<file path="config.mk">
export PLATFORM = sky130hd
export DESIGN_NAME = hazard_detect_unit_flat
export DESIGN_NICKNAME = d
export VERILOG_FILES = /design/src/rtl/hazard_pkg.sv /design/src/rtl/hazard_detect_unit_if.sv /design/src/rtl/hazard_perf_cnt.sv /design/src/rtl/hazard_detect_unit.sv /design/src/flat_wrapper.sv
export SDC_FILE = /design/constraint.sdc
export NUM_CORES = 1
export LEC_CHECK = 0
export CAP_MARGIN = 10
export CORE_AREA = 2 2 39 41
export CTS_BUF_LIST = sky130_fd_sc_hd__clkbuf_4
export DETAILED_ROUTE_END_ITERATION = 7
export DIE_AREA = 0 0 41 43
export PLACE_DENSITY = 0.71
export SYNTH_ARGS = -nofsm -noshare
export SYNTH_HDL_FRONTEND = slang
export SYNTH_SLANG_ARGS = --single-unit
</file>
<file path="constraint.sdc">
create_clock -name clk -period 2 [get_ports clk]
set_input_delay 0.4 -clock clk [delete_from_list [all_inputs] [get_ports clk]]
set_output_delay 0.4 -clock clk [all_outputs]
set_load 0.01 [all_outputs]
</file>
<file path="src/rtl/hazard_pkg.sv">
// Shared types and constants for the pipeline hazard detection unit.
// Optional build macro used by the unit: HAZ_PERF_CNT_EN (stall/flush perf counters).
package hazard_pkg;

  // Controller states: normal run, the single load-use bubble, waiting on data memory
  typedef enum logic [1:0] {
    RUN       = 2'd0,
    LU_BUBBLE = 2'd1,
    MEM_WAIT  = 2'd2
  } hz_state_e;

  // Register specifier of the hard-wired zero register; never a real dependency
  localparam int REG_ZERO = 0;

endpackage

</file>
<file path="src/rtl/hazard_detect_unit_if.sv">
// Pipeline <-> hazard unit bundle: hazard sources in, stall/flush enables out.
interface hazard_detect_unit_if #(
  parameter int REG_W = 5
);
  logic [REG_W-1:0] iRs_RegD;
  logic [REG_W-1:0] iRt_RegD;
  logic             iUseRt_D;
  logic             iMemRead_RegE;
  logic [REG_W-1:0] iwsel_RegE;
  logic             iBranchTaken_E;
  logic             iICacheStall;
  logic             iDCacheStall;
  logic             oStall_PC;
  logic             oStall_IFID;
  logic             oFlush_IFID;
  logic             oStall_IDEX;
  logic             oFlush_IDEX;
  logic             oStall_EXMEM;
  logic             oStall_MEMWB;

  // Pipeline side: reports hazard sources, consumes the enables
  modport master (
    output iRs_RegD, iRt_RegD, iUseRt_D, iMemRead_RegE, iwsel_RegE,
           iBranchTaken_E, iICacheStall, iDCacheStall,
    input  oStall_PC, oStall_IFID, oFlush_IFID, oStall_IDEX, oFlush_IDEX,
           oStall_EXMEM, oStall_MEMWB
  );

  // Hazard unit side
  modport slave (
    input  iRs_RegD, iRt_RegD, iUseRt_D, iMemRead_RegE, iwsel_RegE,
           iBranchTaken_E, iICacheStall, iDCacheStall,
    output oStall_PC, oStall_IFID, oFlush_IFID, oStall_IDEX, oFlush_IDEX,
           oStall_EXMEM, oStall_MEMWB
  );
endinterface

</file>
<file path="src/rtl/hazard_perf_cnt.sv">
// Two saturating event counters: cycles with a PC stall and cycles with an IF/ID flush.
// Only instantiated when HAZ_PERF_CNT_EN is defined.
module hazard_perf_cnt #(
  parameter int CNT_W = 32
) (
  input  logic             clk,
  input  logic             rst_n,
  input  logic             stall_i,
  input  logic             flush_i,
  output logic [CNT_W-1:0] stall_cnt_o,
  output logic [CNT_W-1:0] flush_cnt_o
);

  logic [CNT_W-1:0] stall_cnt_q, stall_cnt_d;
  logic [CNT_W-1:0] flush_cnt_q, flush_cnt_d;

  // Increment that sticks at all-ones instead of wrapping
  function automatic logic [CNT_W-1:0] sat_inc(input logic [CNT_W-1:0] v, input logic en);
    if (en && (v != {CNT_W{1'b1}})) begin
      return v + {{(CNT_W-1){1'b0}}, 1'b1};
    end else begin
      return v;
    end
  endfunction

  // Next counter values
  always_comb begin
    stall_cnt_d = sat_inc(stall_cnt_q, stall_i);
    flush_cnt_d = sat_inc(flush_cnt_q, flush_i);
  end

  // Counter registers
  always_ff @(posedge clk or negedge rst_n) begin
    if (!rst_n) begin
      stall_cnt_q <= {CNT_W{1'b0}};
      flush_cnt_q <= {CNT_W{1'b0}};
    end else begin
      stall_cnt_q <= stall_cnt_d;
      flush_cnt_q <= flush_cnt_d;
    end
  end

  assign stall_cnt_o = stall_cnt_q;
  assign flush_cnt_o = flush_cnt_q;

endmodule

</file>
<file path="src/rtl/hazard_detect_unit.sv">
// Stall/flush controller for the 5-stage pipeline: load-use, taken branch, I/D memory busy.
// Enables are combinational from state + inputs (zero latency) and forced low in reset.
// Optional build macro: HAZ_PERF_CNT_EN adds saturating stall/flush cycle counters.
module hazard_detect_unit
  import hazard_pkg::*;
#(
  parameter int REG_W = 5
`ifdef HAZ_PERF_CNT_EN
  , parameter int CNT_W = 32
`endif
) (
  input  logic                 clk,
  input  logic                 rst_n,
  hazard_detect_unit_if.slave  hz
`ifdef HAZ_PERF_CNT_EN
  , output logic [CNT_W-1:0]   oStallCnt
  , output logic [CNT_W-1:0]   oFlushCnt
`endif
);

  localparam logic [REG_W-1:0] ZERO_REG = REG_W'(REG_ZERO);

  hz_state_e state_q, state_d;
  logic      flush_pend_q, flush_pend_d;
  logic      lu_hit_s;
  logic      stall_pc_s, stall_ifid_s, flush_ifid_s, stall_idex_s, flush_idex_s;
  logic      stall_exmem_s, stall_memwb_s;

  // Load in EX writing a register the ID instruction reads (r0 never counts)
  always_comb begin
    lu_hit_s = hz.iMemRead_RegE & (hz.iwsel_RegE != ZERO_REG) &
               ((hz.iwsel_RegE == hz.iRs_RegD) |
                (hz.iUseRt_D & (hz.iwsel_RegE == hz.iRt_RegD)));
  end

  // Prioritised hazard resolution: D-stall > branch (live/pending) > load-use > I-stall
  always_comb begin
    stall_pc_s    = 1'b0;
    stall_ifid_s  = 1'b0;
    flush_ifid_s  = 1'b0;
    stall_idex_s  = 1'b0;
    flush_idex_s  = 1'b0;
    stall_exmem_s = 1'b0;
    stall_memwb_s = 1'b0;
    state_d       = RUN;
    flush_pend_d  = flush_pend_q;
    if (hz.iDCacheStall) begin
      // Whole pipe frozen; a branch resolving now must be replayed once memory returns
      stall_pc_s    = 1'b1;
      stall_ifid_s  = 1'b1;
      stall_idex_s  = 1'b1;
      stall_exmem_s = 1'b1;
      stall_memwb_s = 1'b1;
      state_d       = MEM_WAIT;
      flush_pend_d  = flush_pend_q | hz.iBranchTaken_E;
    end else if (hz.iBranchTaken_E || flush_pend_q) begin
      // Wrong-path instructions are discarded; this also squashes any load-use
      flush_ifid_s  = 1'b1;
      flush_idex_s  = 1'b1;
      flush_pend_d  = 1'b0;
    end else if (lu_hit_s && (state_q != LU_BUBBLE)) begin
      // Exactly one bubble per load; the hazard is masked in the bubble cycle
      stall_pc_s    = 1'b1;
      stall_ifid_s  = 1'b1;
      flush_idex_s  = 1'b1;
      state_d       = LU_BUBBLE;
    end else if (hz.iICacheStall) begin
      // Front end waits, a bubble drains into EX while later stages keep moving
      stall_pc_s    = 1'b1;
      stall_ifid_s  = 1'b1;
      flush_idex_s  = 1'b1;
    end else begin
      state_d       = RUN;
    end
  end

  // State and pending-flush registers; reset drops any pending flush
  always_ff @(posedge clk or negedge rst_n) begin
    if (!rst_n) begin
      state_q      <= RUN;
      flush_pend_q <= 1'b0;
    end else begin
      state_q      <= state_d;
      flush_pend_q <= flush_pend_d;
    end
  end

  // Drive enables, held low while reset is asserted
  always_comb begin
    hz.oStall_PC    = rst_n & stall_pc_s;
    hz.oStall_IFID  = rst_n & stall_ifid_s;
    hz.oFlush_IFID  = rst_n & flush_ifid_s;
    hz.oStall_IDEX  = rst_n & stall_idex_s;
    hz.oFlush_IDEX  = rst_n & flush_idex_s;
    hz.oStall_EXMEM = rst_n & stall_exmem_s;
    hz.oStall_MEMWB = rst_n & stall_memwb_s;
  end

`ifdef HAZ_PERF_CNT_EN
  hazard_perf_cnt #(
    .CNT_W (CNT_W)
  ) u_perf_cnt (
    .clk         (clk),
    .rst_n       (rst_n),
    .stall_i     (hz.oStall_PC),
    .flush_i     (hz.oFlush_IFID),
    .stall_cnt_o (oStallCnt),
    .flush_cnt_o (oFlushCnt)
  );
`endif

endmodule
</file>
<file path="src/flat_wrapper.sv">
// flat-port wrapper written by rule: the top's interface ports become plain ports
module hazard_detect_unit_flat import hazard_pkg::*;
#(
  parameter int REG_W = 5

)
  (clk, rst_n, hz_iRs_RegD, hz_iRt_RegD, hz_iUseRt_D, hz_iMemRead_RegE, hz_iwsel_RegE, hz_iBranchTaken_E, hz_iICacheStall, hz_iDCacheStall, hz_oStall_PC, hz_oStall_IFID, hz_oFlush_IFID, hz_oStall_IDEX, hz_oFlush_IDEX, hz_oStall_EXMEM, hz_oStall_MEMWB);
  hazard_detect_unit_if #(.REG_W(REG_W)) hz_i ();
  input  logic clk;
  input  logic rst_n;
  input wire logic [$bits(hz_i.iRs_RegD)-1:0] hz_iRs_RegD;
  input wire logic [$bits(hz_i.iRt_RegD)-1:0] hz_iRt_RegD;
  input wire logic [$bits(hz_i.iUseRt_D)-1:0] hz_iUseRt_D;
  input wire logic [$bits(hz_i.iMemRead_RegE)-1:0] hz_iMemRead_RegE;
  input wire logic [$bits(hz_i.iwsel_RegE)-1:0] hz_iwsel_RegE;
  input wire logic [$bits(hz_i.iBranchTaken_E)-1:0] hz_iBranchTaken_E;
  input wire logic [$bits(hz_i.iICacheStall)-1:0] hz_iICacheStall;
  input wire logic [$bits(hz_i.iDCacheStall)-1:0] hz_iDCacheStall;
  output wire logic [$bits(hz_i.oStall_PC)-1:0] hz_oStall_PC;
  output wire logic [$bits(hz_i.oStall_IFID)-1:0] hz_oStall_IFID;
  output wire logic [$bits(hz_i.oFlush_IFID)-1:0] hz_oFlush_IFID;
  output wire logic [$bits(hz_i.oStall_IDEX)-1:0] hz_oStall_IDEX;
  output wire logic [$bits(hz_i.oFlush_IDEX)-1:0] hz_oFlush_IDEX;
  output wire logic [$bits(hz_i.oStall_EXMEM)-1:0] hz_oStall_EXMEM;
  output wire logic [$bits(hz_i.oStall_MEMWB)-1:0] hz_oStall_MEMWB;
  assign hz_i.iRs_RegD = hz_iRs_RegD;
  assign hz_i.iRt_RegD = hz_iRt_RegD;
  assign hz_i.iUseRt_D = hz_iUseRt_D;
  assign hz_i.iMemRead_RegE = hz_iMemRead_RegE;
  assign hz_i.iwsel_RegE = hz_iwsel_RegE;
  assign hz_i.iBranchTaken_E = hz_iBranchTaken_E;
  assign hz_i.iICacheStall = hz_iICacheStall;
  assign hz_i.iDCacheStall = hz_iDCacheStall;
  assign hz_oStall_PC = hz_i.oStall_PC;
  assign hz_oStall_IFID = hz_i.oStall_IFID;
  assign hz_oFlush_IFID = hz_i.oFlush_IFID;
  assign hz_oStall_IDEX = hz_i.oStall_IDEX;
  assign hz_oFlush_IDEX = hz_i.oFlush_IDEX;
  assign hz_oStall_EXMEM = hz_i.oStall_EXMEM;
  assign hz_oStall_MEMWB = hz_i.oStall_MEMWB;
  hazard_detect_unit #(.REG_W(REG_W)) u_core (.clk(clk), .rst_n(rst_n), .hz(hz_i));
endmodule
</file>
==> out/summary.log, run 1 <==
[logic_synthesis] EDFF count, synth 0
[logic_synthesis] largest family of logic cells by synthesized area XOR/XNOR gates
[sta] final clock skew 0.005051 ns
[clock_tree] CTS tree built
[sta] headroom to the max-slew limit 83.95%
[floorplan] core region area 0.001384 mm²
[logic_synthesis] area fraction of the dominant cell type after synthesis 28.11%
[sta] Fin Setup TNS 0 ns
[power] peak ir drop on the vdd network 0.0001878 V
[sta] setup repair after global routing missed its margin no
[worst_setup_path] Setup crit start kind primary input
[clock_tree] maximum clock insertion buffer count 2
[outcome] result of the run finished, final reports clean
[logic_synthesis] Syn Area/Cell 8.654 µm²
[sta] fin worst setup slack 0.07410 ns
[global_routing] Global Route Usage Sum 10.94%
[worst_hold_path] hold worst-path end u_core.state_q[1]
[worst_hold_path] launch instance of the worst min-delay path hz_iDCacheStall
[worst_hold_path] Hold WC Path Type in -> reg
[floorplan] row cnt 14
[clock_tree] Clock Sink Count 3
[global_routing] via count of the first global-routing pass 367
[global_routing] pin count of the biggest net entering global routing 6
[placed_design] count of input and output buffers 28
[floorplan] Die Span Y 43 µm
[floorplan] Die Wd 41 µm
[job] # Max-Cap Violations 0
[placed_design] pre-CTS worst setup slack -0.5994 ns
[clock_tree] Root Buffer sky130_fd_sc_hd__clkbuf_4
[cells_and_area] layout cells sized above 1 23.53%
[sta] fin crit period 1.926 ns
[logic_synthesis] largest area contributor in the synthesized netlist sky130_fd_sc_hd__xnor2_1
[power] net switching component of the power 0.07407 mW
[sta] number of hold-slack violations in the final timing report 0
[placed_design] Inst Count DP 80
[worst_setup_path] slowest library cell on the worst path sky130_fd_sc_hd__dlygate4sd2_1
[power] sum of internal, switching and leakage power 0.2827 mW
[clock_tree] number of H-tree levels 1
[power] total power divided by cell area 472.6 mW/mm²
[cells_and_area] layout filler cell count 152
[routing] number of nets with antenna violations after detailed routing 0
[logic_synthesis] leading cell type by number of instances after synthesis sky130_fd_sc_hd__xnor2_1
[clock_tree] later-pin clock latency in the skew report 0.23 ns
[worst_setup_path] type of element capturing the critical path output port
[logic_synthesis] most used flip-flop cell after synthesis sky130_fd_sc_hd__dfrtp_1
[worst_setup_path] crit path cell chain dlygate4sd2_1, xnor2_1, nand3_1, o22ai_2, a21oi_2, o21bai_2, buf_2
[sta] period utilisation layout 96.29%
[routing] drc violations 0
[routing] Iteration-0 DRC Markers 3
[power] Leakage 0.2788 nW
[sta] transition time at the pin with the least slew margin 0.2389 ns
[power] internal power consumption 0.2086 mW
[logic_synthesis] synthesized instance count 36
[placed_design] HPWL after detailed placement 687.2 µm
[power] clock share of power 42.9%
[floorplan] initial cell density of the core 22.51%
[logic_synthesis] cell types occupying the most area after synthesis sky130_fd_sc_hd__xnor2_1, sky130_fd_sc_hd__dfrtp_1, sky130_fd_sc_hd__a21oi_2, sky130_fd_sc_hd__buf_4, sky130_fd_sc_hd__o22ai_2
[logic_synthesis] area of the mapped netlist 311.5 µm²
[clock_tree] number of clock buffers inserted by TritonCTS 3
[routing] average detailed-routed wire length per instance 9.738 µm
[cells_and_area] total non-filler cell area in the finished layout 598.1 µm²
[worst_setup_path] worst reg2reg startpoint u_core.state_q[0]
[cells_and_area] Nets 91
[worst_setup_path] endpoint arrival time on the critical path 1.53 ns
[sta] FMAX 519.2 MHz
[sta] number of slew-limit violations in the final report 0
[routing] WL final 818 µm
[placed_design] gpl congestion 0.5985
[placed_design] placed inst area 611.8 µm²
[routing] number of detailed-route iterations in the first pass 4
[logic_synthesis] fraction of the yosys area taken by sequential cells 24.10%
[routing] routed via count divided by cell count 4.095
[logic_synthesis] number of synthesized register bits 3
[logic_synthesis] xor/xnor cell area share of the yosys netlist 28.11%
[worst_setup_path] biggest cell delay along the critical path 0.27 ns
[sta] setup violators final 0
[worst_setup_path] maximum fanout count along the critical path 3
[global_routing] wire length of the first global-routing pass 1317 µm
[logic_synthesis] area fraction in and, or, nand and nor cells after synthesis 21.69%
[worst_setup_path] R2R setup slack 1.07 ns
[logic_synthesis] mux share of post-synthesis cell area 0%
[power] fraction of power spent switching nets 26.20%
[cells_and_area] n_diodes 0
[logic_synthesis] asr flop ratio synth 100.0%
[logic_synthesis] Post-Syn Nets 58
[global_routing] total global routing overflow 0
[logic_synthesis] fraction of the mapped netlist area in adder cells 0%
[worst_setup_path] Critical R2R Capture u_core.state_q[0]
[worst_hold_path] Hold Path Stages 1
[global_routing] number of antenna violations at the first check in global routing 0
[worst_setup_path] required time of the critical path 1.60 ns
[worst_setup_path] Worst R2R Path Depth 4
[cells_and_area] fin cells 84
[power] logic gate share of total power 34.4%
[power] relative contribution of sequential cells to total power 22.7%
[floorplan] Die Footprint 0.001763 mm²
[logic_synthesis] post-synthesis compound-gate area fraction 17.67%
[cells_and_area] area delta synth->final 91.97%
[worst_setup_path] class of the most critical setup path in -> out
[routing] count of vias placed by the detailed router 344
[logic_synthesis] Distinct cells, synth 17
[logic_synthesis] number of warning messages in the yosys log 0
[clock_tree] CTS clock-pin slew for the worst setup and hold paths 0.03 ns
[floorplan] ports placed on the boundary 29
[flip-flops by register name (all words and copies together), names as in the netlist]
register,cells
u_core.flush_pend_q,1
u_core.state_q,2
[worst max-delay path: cells and delay by family]
| kind | cells | cell delay [ns] |
|---|---|---|
| buffers and inverters | 2 | 0.42 |
| xor gates and xnor gates | 1 | 0.15 |
| AOI/OAI and AO/OA | 3 | 0.44 |
| and+or+nand+nor | 1 | 0.11 |
[cell type report]
type	count	area, µm²	share of cell area (%)
clock buffer	4	30.03	5.021
inverter	1	3.754	0.6276
multi-input combinational	29	210.2	35.15
sequential	3	75.07	12.55
tap	16	20.02	3.347
timing repair buffer	31	259.0	43.31
[kinds of logic after synthesis]
kind of cell	Yosys count
DFF	3
AOI/OAI and AO/OA	6
buffers and inverters	4
and+or+nand+nor	13
xor gates and xnor gates	10
[timing repair]
action	CTS	global route
hold buffers	0	0
endpoints found under the setup margin	7	3
resized for setup	32	2
pin swaps	15	5
buffers inserted	0	0
[per-layer routing]
layer | part of all wire [%] | vias up | GRT usage [%]
li1 | - | 181 | -
met5 | 0 | - | 0
met2 | 48 | 16 | 16.25
met1 | 41 | 147 | 12.86
met3 | 11 | 0 | 2.618
met4 | 0 | 0 | 8.000
[how the worst max path moves through the flow]
stage,start,endpoint,slack (ns),cells past startpoint
4_1_cts,hz_iwsel_RegE[1],hz_oStall_IFID,0.04,7
2_1_floorplan,hz_iwsel_RegE[4],hz_oStall_PC,0.38,6
6_report,hz_iwsel_RegE[4],hz_oStall_IFID,0.07,7
3_5_place_dp,hz_iwsel_RegE[1],hz_oStall_IFID,-0.60,7
5_1_grt,hz_iwsel_RegE[4],hz_oStall_PC,0.004,7
3_3_place_gp,hz_iwsel_RegE[1],hz_oStall_PC,-0.57,7
[through the flow]
step                      hold slack (ns)  util, %
after floorplan                    0.1044        -
after global placement             0.6287    44.21
after detailed placement           0.6489    44.21
after CTS                          0.4727    43.49
after global routing               0.4785    43.22
final                              0.4815    43.22
[layout by cell type, fill, tap and decap left out, drive strengths merged, types with 3 or more instances in the layout]
cell type       n
clkbuf          5
xnor2          10
clkdlybuf4s50   5
dlygate4sd2    19
nor2            3
a21oi           3
dfrtp           3
buf             6
nand2           3
[power by group through the flow]
| stage | sequential, mW | combinational (mW) | clock, mW |
|---|---|---|---|
| 2_1_floorplan | 0.0647 | 0.0466 | 0 |
| 3_3_place_gp | 0.0647 | 0.116 | 0 |
| 3_5_place_dp | 0.0649 | 0.116 | 0 |
| 4_1_cts | 0.0641 | 0.0987 | 0.127 |
| 5_1_grt | 0.0642 | 0.105 | 0.135 |
| 6_report | 0.0641 | 0.0972 | 0.121 |
No activity file was read; power rests on OpenSTA's default activity.
==> run 2, diff against run 1 <==
Settings changed: RECOVER_POWER set to 100, SYNTH_HIERARCHICAL set to 1.
==> run 2 against run 1 <==
Global-route usage up 0.30 points. Synthesized cell count unchanged. Non-clock buffer count is the same. Combinational power fell by 2%. Register-to-register slack worse by 0.03 ns. Synthesized area unchanged. Critical path depth unchanged. Largest cell class unchanged.
==> out/summary.log, run 2 <==
[placed_design] HPWL after detailed placement 694.5 µm [+1.1%]
[floorplan] Die Footprint 0.001763 mm² [unchanged]
[clock_tree] CTS clock-pin slew for the worst setup and hold paths 0.04 ns [about the same]
[global_routing] total global routing overflow 0 [unchanged]
[power] total power divided by cell area 470.5 mW/mm² [-0.45%]
[worst_setup_path] Setup crit start kind primary input
[routing] wire length the detailed router placed on met1 382 µm [+15%]
[floorplan] ports placed on the boundary 29 [unchanged]
[job] # Max-Cap Violations 0 [unchanged]
[worst_setup_path] type of element capturing the critical path output port
[cells_and_area] n_diodes 0 [unchanged]
[routing] uppermost layer routed met3
[worst_hold_path] Hold WC Path Type in -> async
[sta] Hold Slack 0.2660 ns [-0.2155 ns]
[sta] transition time at the pin with the least slew margin 0.2733 ns [+0.03444 ns]
[placed_design] gpl congestion 0.7000 [+17%]
[sta] setup repair after global routing missed its margin no
[logic_synthesis] number of warning messages in the yosys log 6 [+6]
[sta] number of hold-slack violations in the final timing report 0 [unchanged]
[cells_and_area] most common library cell in the layout ignoring fill and taps sky130_fd_sc_hd__dlygate4sd2_1
[routing] drc violations 0 [unchanged]
[worst_setup_path] worst path buffer plus inverter count 2 [unchanged]
[cells_and_area] total non-filler cell area in the finished layout 598.1 µm² [unchanged]
[global_routing] pin count of the biggest net entering global routing 6 [unchanged]
[sta] setup violators final 0 [unchanged]
[routing] WL final 850 µm [+3.9%]
[logic_synthesis] Distinct cells, synth 17 [unchanged]
[cells_and_area] number of flip-flops in the largest register 2 [unchanged]
[placed_design] count of input and output buffers 28 [unchanged]
[clock_tree] maximum clock insertion buffer count 2 [unchanged]
[clock_tree] number of H-tree levels 1 [unchanged]
[floorplan] core region area 0.001384 mm² [unchanged]
[cells_and_area] layout filler cell count 144 [-5.3%]
[routing] total met3 wirelength after detailed routing 84 µm [-11%]
[floorplan] row cnt 14 [unchanged]
[sta] fin crit period 1.903 ns [-0.02330 ns]
[global_routing] number of antenna violations at the first check in global routing 0 [unchanged]
[power] sum of internal, switching and leakage power 0.2814 mW [-0.45%]
[worst_setup_path] endpoint arrival time on the critical path 1.50 ns [-0.03 ns]
[worst_setup_path] slowest library cell on the worst path sky130_fd_sc_hd__dlygate4sd2_1
[cells_and_area] area delta synth->final 91.97% [unchanged]
[worst_setup_path] class of the most critical setup path in -> out
[cells_and_area] Nets 91 [unchanged]
[logic_synthesis] most used flip-flop cell after synthesis sky130_fd_sc_hd__dfrtp_1
[logic_synthesis] Post-Syn Nets 58 [unchanged]
[global_routing] wire length of the first global-routing pass 1304 µm [-0.99%]
[worst_setup_path] crit path cell chain dlygate4sd2_1, xnor2_1, nand3_1, o22ai_2, a21oi_2, a21oi_2, clkbuf_2
[logic_synthesis] area fraction of the dominant cell type after synthesis 28.11% [unchanged]
[worst_setup_path] launching instance or port of the critical path hz_iwsel_RegE[3]
[power] Leakage 0.2775 nW [-0.47%]
[clock_tree] Clock Sink Count 3 [unchanged]
[cells_and_area] register with the most flip-flops u_core/state_q
[logic_synthesis] largest area contributor in the synthesized netlist sky130_fd_sc_hd__xnor2_1
[logic_synthesis] fraction of the yosys area taken by sequential cells 24.10% [unchanged]
[clock_tree] Post-CTS Hold Buffers 0 [unchanged]
[worst_setup_path] biggest cell delay along the critical path 0.28 ns [about the same]
[cells_and_area] layout cells sized above 1 19.12% [-4.4 points]
[placed_design] placed inst area 611.8 µm² [unchanged]
[routing] routed via count divided by cell count 4.190 [+2.3%]
[floorplan] Die Span Y 43 µm [unchanged]
[logic_synthesis] leading cell type by number of instances after synthesis sky130_fd_sc_hd__xnor2_1
[routing] count of vias placed by the detailed router 352 [+2.3%]
[clock_tree] later-pin clock latency in the skew report 0.23 ns [about the same]
[sta] final clock skew 0.0003841 ns [-0.004667 ns]
[logic_synthesis] cell types occupying the most area after synthesis sky130_fd_sc_hd__xnor2_1, sky130_fd_sc_hd__dfrtp_1, sky130_fd_sc_hd__a21oi_2, sky130_fd_sc_hd__buf_4, sky130_fd_sc_hd__o22ai_2
[routing] met2 WL post-DR 383 µm [-1.8%]
[sta] FMAX 525.6 MHz [+1.2%]
[global_routing] Global Route Usage Sum 11.24% [+0.30 points]
[clock_tree] post-CTS repair timing setup buffer count 0 [unchanged]
[worst_setup_path] most used cell along the critical path sky130_fd_sc_hd__a21oi_2
[cells_and_area] Regs by FF count u_core/state_q: 2 flops, u_core/flush_pend_q: 1 flops
[clock_tree] CTS tree built
[sta] period utilisation layout 95.13% [-1.2 points]
[floorplan] Die Wd 41 µm [unchanged]
[power] peak ir drop on the vdd network 0.0001424 V [-24%]
[routing] Iteration-0 DRC Markers 0 [-3]
[logic_synthesis] area of the mapped netlist 311.5 µm² [unchanged]
[cells_and_area] commonest cells after routing, fill and taps aside sky130_fd_sc_hd__dlygate4sd2_1, sky130_fd_sc_hd__xnor2_1, sky130_fd_sc_hd__clkdlybuf4s50_1
[routing] number of detailed-route iterations in the first pass 1 [-3]
[outcome] result of the run finished, final reports clean
[logic_synthesis] asr flop ratio synth 100.0% [unchanged]
[logic_synthesis] number of synthesized register bits 3 [unchanged]
[worst_setup_path] required time of the critical path 1.60 ns [about the same]
[global_routing] via count of the first global-routing pass 343 [-6.5%]
[sta] number of slew-limit violations in the final report 0 [unchanged]
[clock_tree] number of clock buffers inserted by TritonCTS 3 [unchanged]
[floorplan] initial cell density of the core 22.51% [unchanged]
[placed_design] Inst Count DP 80 [unchanged]
[routing] average detailed-routed wire length per instance 10.12 µm [+3.9%]
[logic_synthesis] synthesized instance count 36 [unchanged]
[clock_tree] Root Buffer sky130_fd_sc_hd__clkbuf_4
[logic_synthesis] Syn Area/Cell 8.654 µm² [unchanged]
[cells_and_area] fin cells 84 [unchanged]
[worst_setup_path] maximum fanout count along the critical path 3 [unchanged]
[worst_setup_path] worst reg2reg startpoint u_core/state_q[0]
[logic_synthesis] EDFF count, synth 0 [unchanged]
[routing] number of nets with antenna violations after detailed routing 0 [unchanged]
[sta] headroom to the max-slew limit 81.64% [-2.3 points]
[worst_setup_path] cell family with the largest share of critical-path delay buffers and inverters
==> run 2: changes by cell type in the layout (fill, tap and decap cells not counted) <==
| cell | change |
|---|---|
| sky130_fd_sc_hd__and2_0 | +1 |
| sky130_fd_sc_hd__clkbuf_2 | +1 |
| sky130_fd_sc_hd__buf_2 | -2 |
| sky130_fd_sc_hd__and2_1 | -1 |
| sky130_fd_sc_hd__buf_4 | -2 |
| sky130_fd_sc_hd__clkbuf_1 | +2 |
| sky130_fd_sc_hd__dlymetal6s2s_1 | +1 |
==> run 2: final timing paths <==
path / cells past startpoint / end / slack (ns)
max in group asynchronous: 2 / u_core/state_q[0] / 1.59
min in group clk: 1 / u_core/state_q[1] / 0.48
min: 2 / u_core/flush_pend_q / 0.27
min reg2reg: 3 / u_core/flush_pend_q / 0.65
max: 7 / hz_oFlush_IDEX / 0.1
max reg2reg: 4 / u_core/state_q[0] / 1.04
==> run 2: repair_timing <==
item	4_1_cts	5_1_grt
hold endpoints to repair	0	0
setup endpoints to repair	7	3
pin swaps	14	5
gates resized for setup	31	1
==> run 2: routing by layer <==
layer  track usage, %  vias to the layer above
li1                 -                      182
met1            13.18                      154
met2            15.31                       16
met3            3.665                        0
met4            10.00                        0
met5                0                        -
==> run 2: layout make-up <==
class / count / area, µm² / share of cell area (%)
Timing Repair Buffer: 31 / 259.0 / 43.31
Multi-Input combinational cell: 29 / 210.2 / 35.15
Sequential cell: 3 / 75.07 / 12.55
Clock buffer: 4 / 30.03 / 5.021
Tap cell: 16 / 20.02 / 3.347
Inverter: 1 / 3.754 / 0.6276
==> run 2: through the flow <==
step           setup TNS [ns]  util [%]  setup WS [ns]
6_report                    0     43.22        0.09740
5_1_grt                     0     43.22       0.009710
4_1_cts                     0     43.58        0.02207
3_5_place_dp           -2.212     44.21        -0.5916
3_3_place_gp           -2.189     44.21        -0.5679
2_1_floorplan               0         -         0.3790
==> run 2: power breakdown <==
group / total [mW] / internal (mW) / switching, mW / leakage [nW]
registers: 0.0640 / 0.0635 / 0.000549 / 0.0381
logic: 0.0954 / 0.0552 / 0.0403 / 0.221
clock network: 0.122 / 0.0884 / 0.0335 / 0.0184
total: 0.281 / 0.207 / 0.0743 / 0.278
==> run 2: logic make-up (layout without fill, tap and decap cells) <==
logic type,Yosys count,in the layout,share of synthesized area [%]
XOR/XNOR,10,10,28.11
buffers and inverters,4,36,8.432
flip-flops,3,3,24.10
AO/OA/AOI/OAI,6,6,17.67
AND/OR/NAND/NOR,13,13,21.69
==> run 2: worst reg2reg max path, cell delays in order, from the launching register on <==
cell and delay, ns:
sky130_fd_sc_hd__dfrtp_1 0.31, sky130_fd_sc_hd__inv_1 0.03, sky130_fd_sc_hd__o21ai_0 0.23, sky130_fd_sc_hd__a21oi_2 0.07, sky130_fd_sc_hd__and4b_1 0.20
==> run 3, diff against run 2 <==
Settings changed: CAP_MARGIN 10 to 20.
==> results of run 3 <==
No change in the layout: final DEF, timing and power equal those of run 2.
==> patch 1, RTL diff (settings of run 1) <==
`REG_W` is set to 5 in 3 places; all go to 6.
--- a/src/rtl/hazard_detect_unit_if.sv
+++ b/src/rtl/hazard_detect_unit_if.sv
@@ -2,3 +2,3 @@
 interface hazard_detect_unit_if #(
-  parameter int REG_W = 5
+  parameter int REG_W = 6
 );
--- a/src/rtl/hazard_detect_unit.sv
+++ b/src/rtl/hazard_detect_unit.sv
@@ -6,3 +6,3 @@
 #(
-  parameter int REG_W = 5
+  parameter int REG_W = 6
 `ifdef HAZ_PERF_CNT_EN
--- a/src/flat_wrapper.sv
+++ b/src/flat_wrapper.sv
@@ -3,3 +3,3 @@
 #(
-  parameter int REG_W = 5
+  parameter int REG_W = 6
 
Ports: changed (resized hz_iRs_RegD, hz_iRt_RegD and hz_iwsel_RegE); port bits go from 29 to 32. No check against the original RTL was run, so the function may have changed too.
==> patch 1 against run 1 <==
- core utilization increased by 4.6 points
- die area unchanged
- cell area increased by 11%
- routed wire length increased by 15%
- synthesized area increased by 5.6%
- combinational power increased by 10%
- setup slack got worse by 0.025 ns
- clock power decreased by 4%
- sequential cell count unchanged
- total power increased by 1.8%
- count of clock-buffer cells in the layout unchanged
- largest power group unchanged
==> patch 1: results (changes against run 1) <==
* Share of cells above drive strength 1 at 28.9% (+5.4 points)
* Largest net degree at the start of global routing at 5 (-1)
* HP Class: in -> async
* R2r endpoint: u_core.state_q[0]$_DFF_PN0_
* DR iter-0 viols at 0 (-3)
* VDD IR max at 0.243 mV (+30%)
* Crit path DAT at 1.55 ns (+0.02 ns)
* Post-cts resize count at 34 (+6.3%)
* Slew @ Worst Pin at 0.324 ns (+0.0854 ns)
* Overall global routing resource usage at 12.8% (+1.8 points)
* Hpwl dp at 840 um (+22%)
* Drt pass-1 iters at 1 (-3)
* DR WL/cell at 10.3 um (+5.3%)
* Placed instance count at 87 (+8.8%)
* Fin nets at 102 (+12%)
* Vias in the first global route at 420 (+14%)
* First-pass GRT wire length at 1570 um (+19%)
* XOR/XNOR Fraction of Synth Area at 31.9% (+3.8 points)
* Sequential share of the synthesized area at 22.8% (-1.3 points)
* Skew final at 0.00191 ns (-0.00314 ns)
* Via/cell ratio at 4.21 (+2.7%)
* Gpl congestion at 0.676 (+13%)
* LEAKAGE at 0.000316 uW (+13%)
* CP Launch Point: hz_iwsel_RegE[5]
* Status: finished clean
* Cells after Synth at 38 (+5.6%)
* Cell area after placement at 674 um2 (+10%)
* CTS Buf Count at 3 (unchanged)
patch 1: cell types whose count changed in the layout (fill, tap and decap cells not counted), sizes merged:
cell           change
clkdlybuf4s15      +1
nor3               -1
nand4              +1
dlygate4sd2        -2
nand2              -1
buf                +3
nor4               +1
dlymetal6s2s       +1
xnor2              +2
clkbuf             +3
patch 1: power by group:
part           internal [uW]  switching, uW
combinational           64.5           42.7
clock                   88.0           28.3
sequential              63.6          0.848
patch 1: worst max-delay path: stages:
cell,delay [ns]
clkdlybuf4s15_1,0.23
nor4_1,0.37
a21oi_2,0.12
a21oi_2,0.21
a21oi_2,0.08
buf_2,0.14
patch 1: worst min-delay path by stage:
stage                                                from                               to  slack [ns]
after floorplan                                     rst_n  u_core.flush_pend_q$_DFFE_PN0P_        0.10
after global placement    u_core.flush_pend_q$_DFFE_PN0P_  u_core.flush_pend_q$_DFFE_PN0P_        0.51
after detailed placement  u_core.flush_pend_q$_DFFE_PN0P_  u_core.flush_pend_q$_DFFE_PN0P_        0.52
after CTS                                           rst_n      u_core.state_q[0]$_DFF_PN0_        0.50
after global routing                                rst_n      u_core.state_q[0]$_DFF_PN0_        0.54
final                                               rst_n      u_core.state_q[0]$_DFF_PN0_        0.51
patch 1: layer usage:
metal / vias up / track usage [%] / routed length, um / share of wire (%)
met2: 17 / 23.1 / 528 / 56
met3: 0 / 4.71 / 109 / 12
met1: 166 / 11.4 / 305 / 32
met5: - / 0 / 0 / 0
li1: 204 / - / - / -
met4: 0 / 6.00 / 0 / 0
patch 1: final cells by class:
cell class                      count  area (um2)
Inverter                            1        3.75
Sequential cell                     3        75.1
Tap cell                           16        20.0
Fill cell                         161         722
Multi-Input combinational cell     31         231
Timing Repair Buffer               37         302
Clock buffer                        4        30.0
==> patch 2, RTL diff (flow settings as in run 1) <==
Without the edit above. Reset style: synchronous (`rst_n`), changed in one clocked block.
--- a/src/rtl/hazard_detect_unit.sv
+++ b/src/rtl/hazard_detect_unit.sv
@@ -77,3 +77,3 @@
   // State and pending-flush registers; reset drops any pending flush
-  always_ff @(posedge clk or negedge rst_n) begin
+  always_ff @(posedge clk) begin
     if (!rst_n) begin
Check against the original RTL: same outputs for any inputs over 10 cycles, from zero or initial values and one cycle with rst_n low; that may be too few to reach the edited logic, so the function may still have changed.
==> patch 2 against run 1 <==
- cell area rose by 1.5%
- synthesized area shrank 7.6%
- critical path depth is the same
- core utilization grew 0.63 points
- sequential cell count unchanged
- routed wire length is 6.4% higher
- largest cell class unchanged
- setup slack improved by 0.014 ns
- first-iteration DRC count shrank 67%
- critical endpoint is now hz_oFlush_IDEX
- total power decreased by 0.89%
==> patch 2: results (changes against run 1) <==
* CTS root buf: clkbuf_4
* WHS Endpoint: u_core.state_q[0]$_SDFF_PP0_
* Flop-to-flop setup slack at 1.01 ns (-0.06 ns)
* Async set or reset register ratio after synthesis at 0% (-100 points)
* Skew final at 0.0000926 ns (-0.00496 ns)
* Hold slack at 0.453 ns (-0.0283 ns)
* Overall global routing resource usage at 11.5% (+0.56 points)
* DR WL/cell at 9.78 um (+0.38%)
* Drt pass-1 iters at 2 (-2)
* Syn nets at 61 (+5.2%)
* Gpl congestion at 0.649 (+8.4%)
* HP Class: reg -> reg
* Sequential share of the synthesized area at 20.9% (-3.2 points)
* Yosys cell types at 14 (-3)
* Crit path DAT at 1.51 ns (-0.02 ns)
* Status: finished clean
* DR iter-0 viols at 1 (-2)
* Compound-cell area share of the yosys netlist at 13.0% (-4.6 points)
* LEAKAGE at 0.000281 uW (+0.88%)
* VDD IR max at 0.245 mV (+30%)
* Worst path top cell family by delay: buffers and inverters
* Cells after Synth at 39 (+8.3%)
* Cell area after placement at 603 um2 (-1.4%)
* Overflow after GRT at 0 (unchanged)
* Primary FF master, synth: dfxtp_1
* Synth top area cells: xnor2_1 (30%), dfxtp_1 (21%), buf_4 (7.8%), nand2_1 (6.5%), a21oi_1 (5.2%)
* XOR/XNOR Fraction of Synth Area at 30.4% (+2.3 points)
* Worst Reg-to-Reg Cells at 5 (+1)
* Hold Startpoint: u_core.flush_pend_q$_SDFFE_PN0P_
* R2r startpoint: u_core.state_q[0]$_SDFF_PP0_
* Via/cell ratio at 4.12 (+0.69%)
* Fin nets at 96 (+5.5%)
* Max Freq at 523 MHz (+0.73%)
* Placed instance count at 85 (+6.3%)
* Slew @ Worst Pin at 0.234 ns (-0.00486 ns)
[patch 2: changes by cell type after synthesis, moves of 2 or more]
cell     change
a21oi_2      -3
a21oi_1      +3
nand2_1      +2
dfrtp_1      -3
dfxtp_1      +3
inv_1        +2
[patch 2: what timing repair did]
action	4_1_cts	5_1_grt
setup buffers	0	0
pin swaps	15	7
setup endpoints to repair	7	3
gates resized for setup	33	5
[patch 2: layer usage]
metal  share of wire (%)  vias to the layer above  track usage, %
met2                  53                       19            20.3
met1                  35                      154            11.1
met3                  12                        0            4.71
li1                    -                      194               -
met4                   0                        0            4.00
met5                   0                        -               0
[patch 2: cell type report]
cell class	count	area, um2
sequential	3	60.1
inverter	3	11.3
tap	16	20.0
multi-input combinational	30	210
timing repair buffer	33	275
clock buffer	4	30.0
fill	162	777
[patch 2: where the power goes]
group / internal (uW) / switching, uW
logic: 58.5 / 40.4
clock network: 88.2 / 29.7
registers: 62.3 / 0.982
total: 209 / 71.1
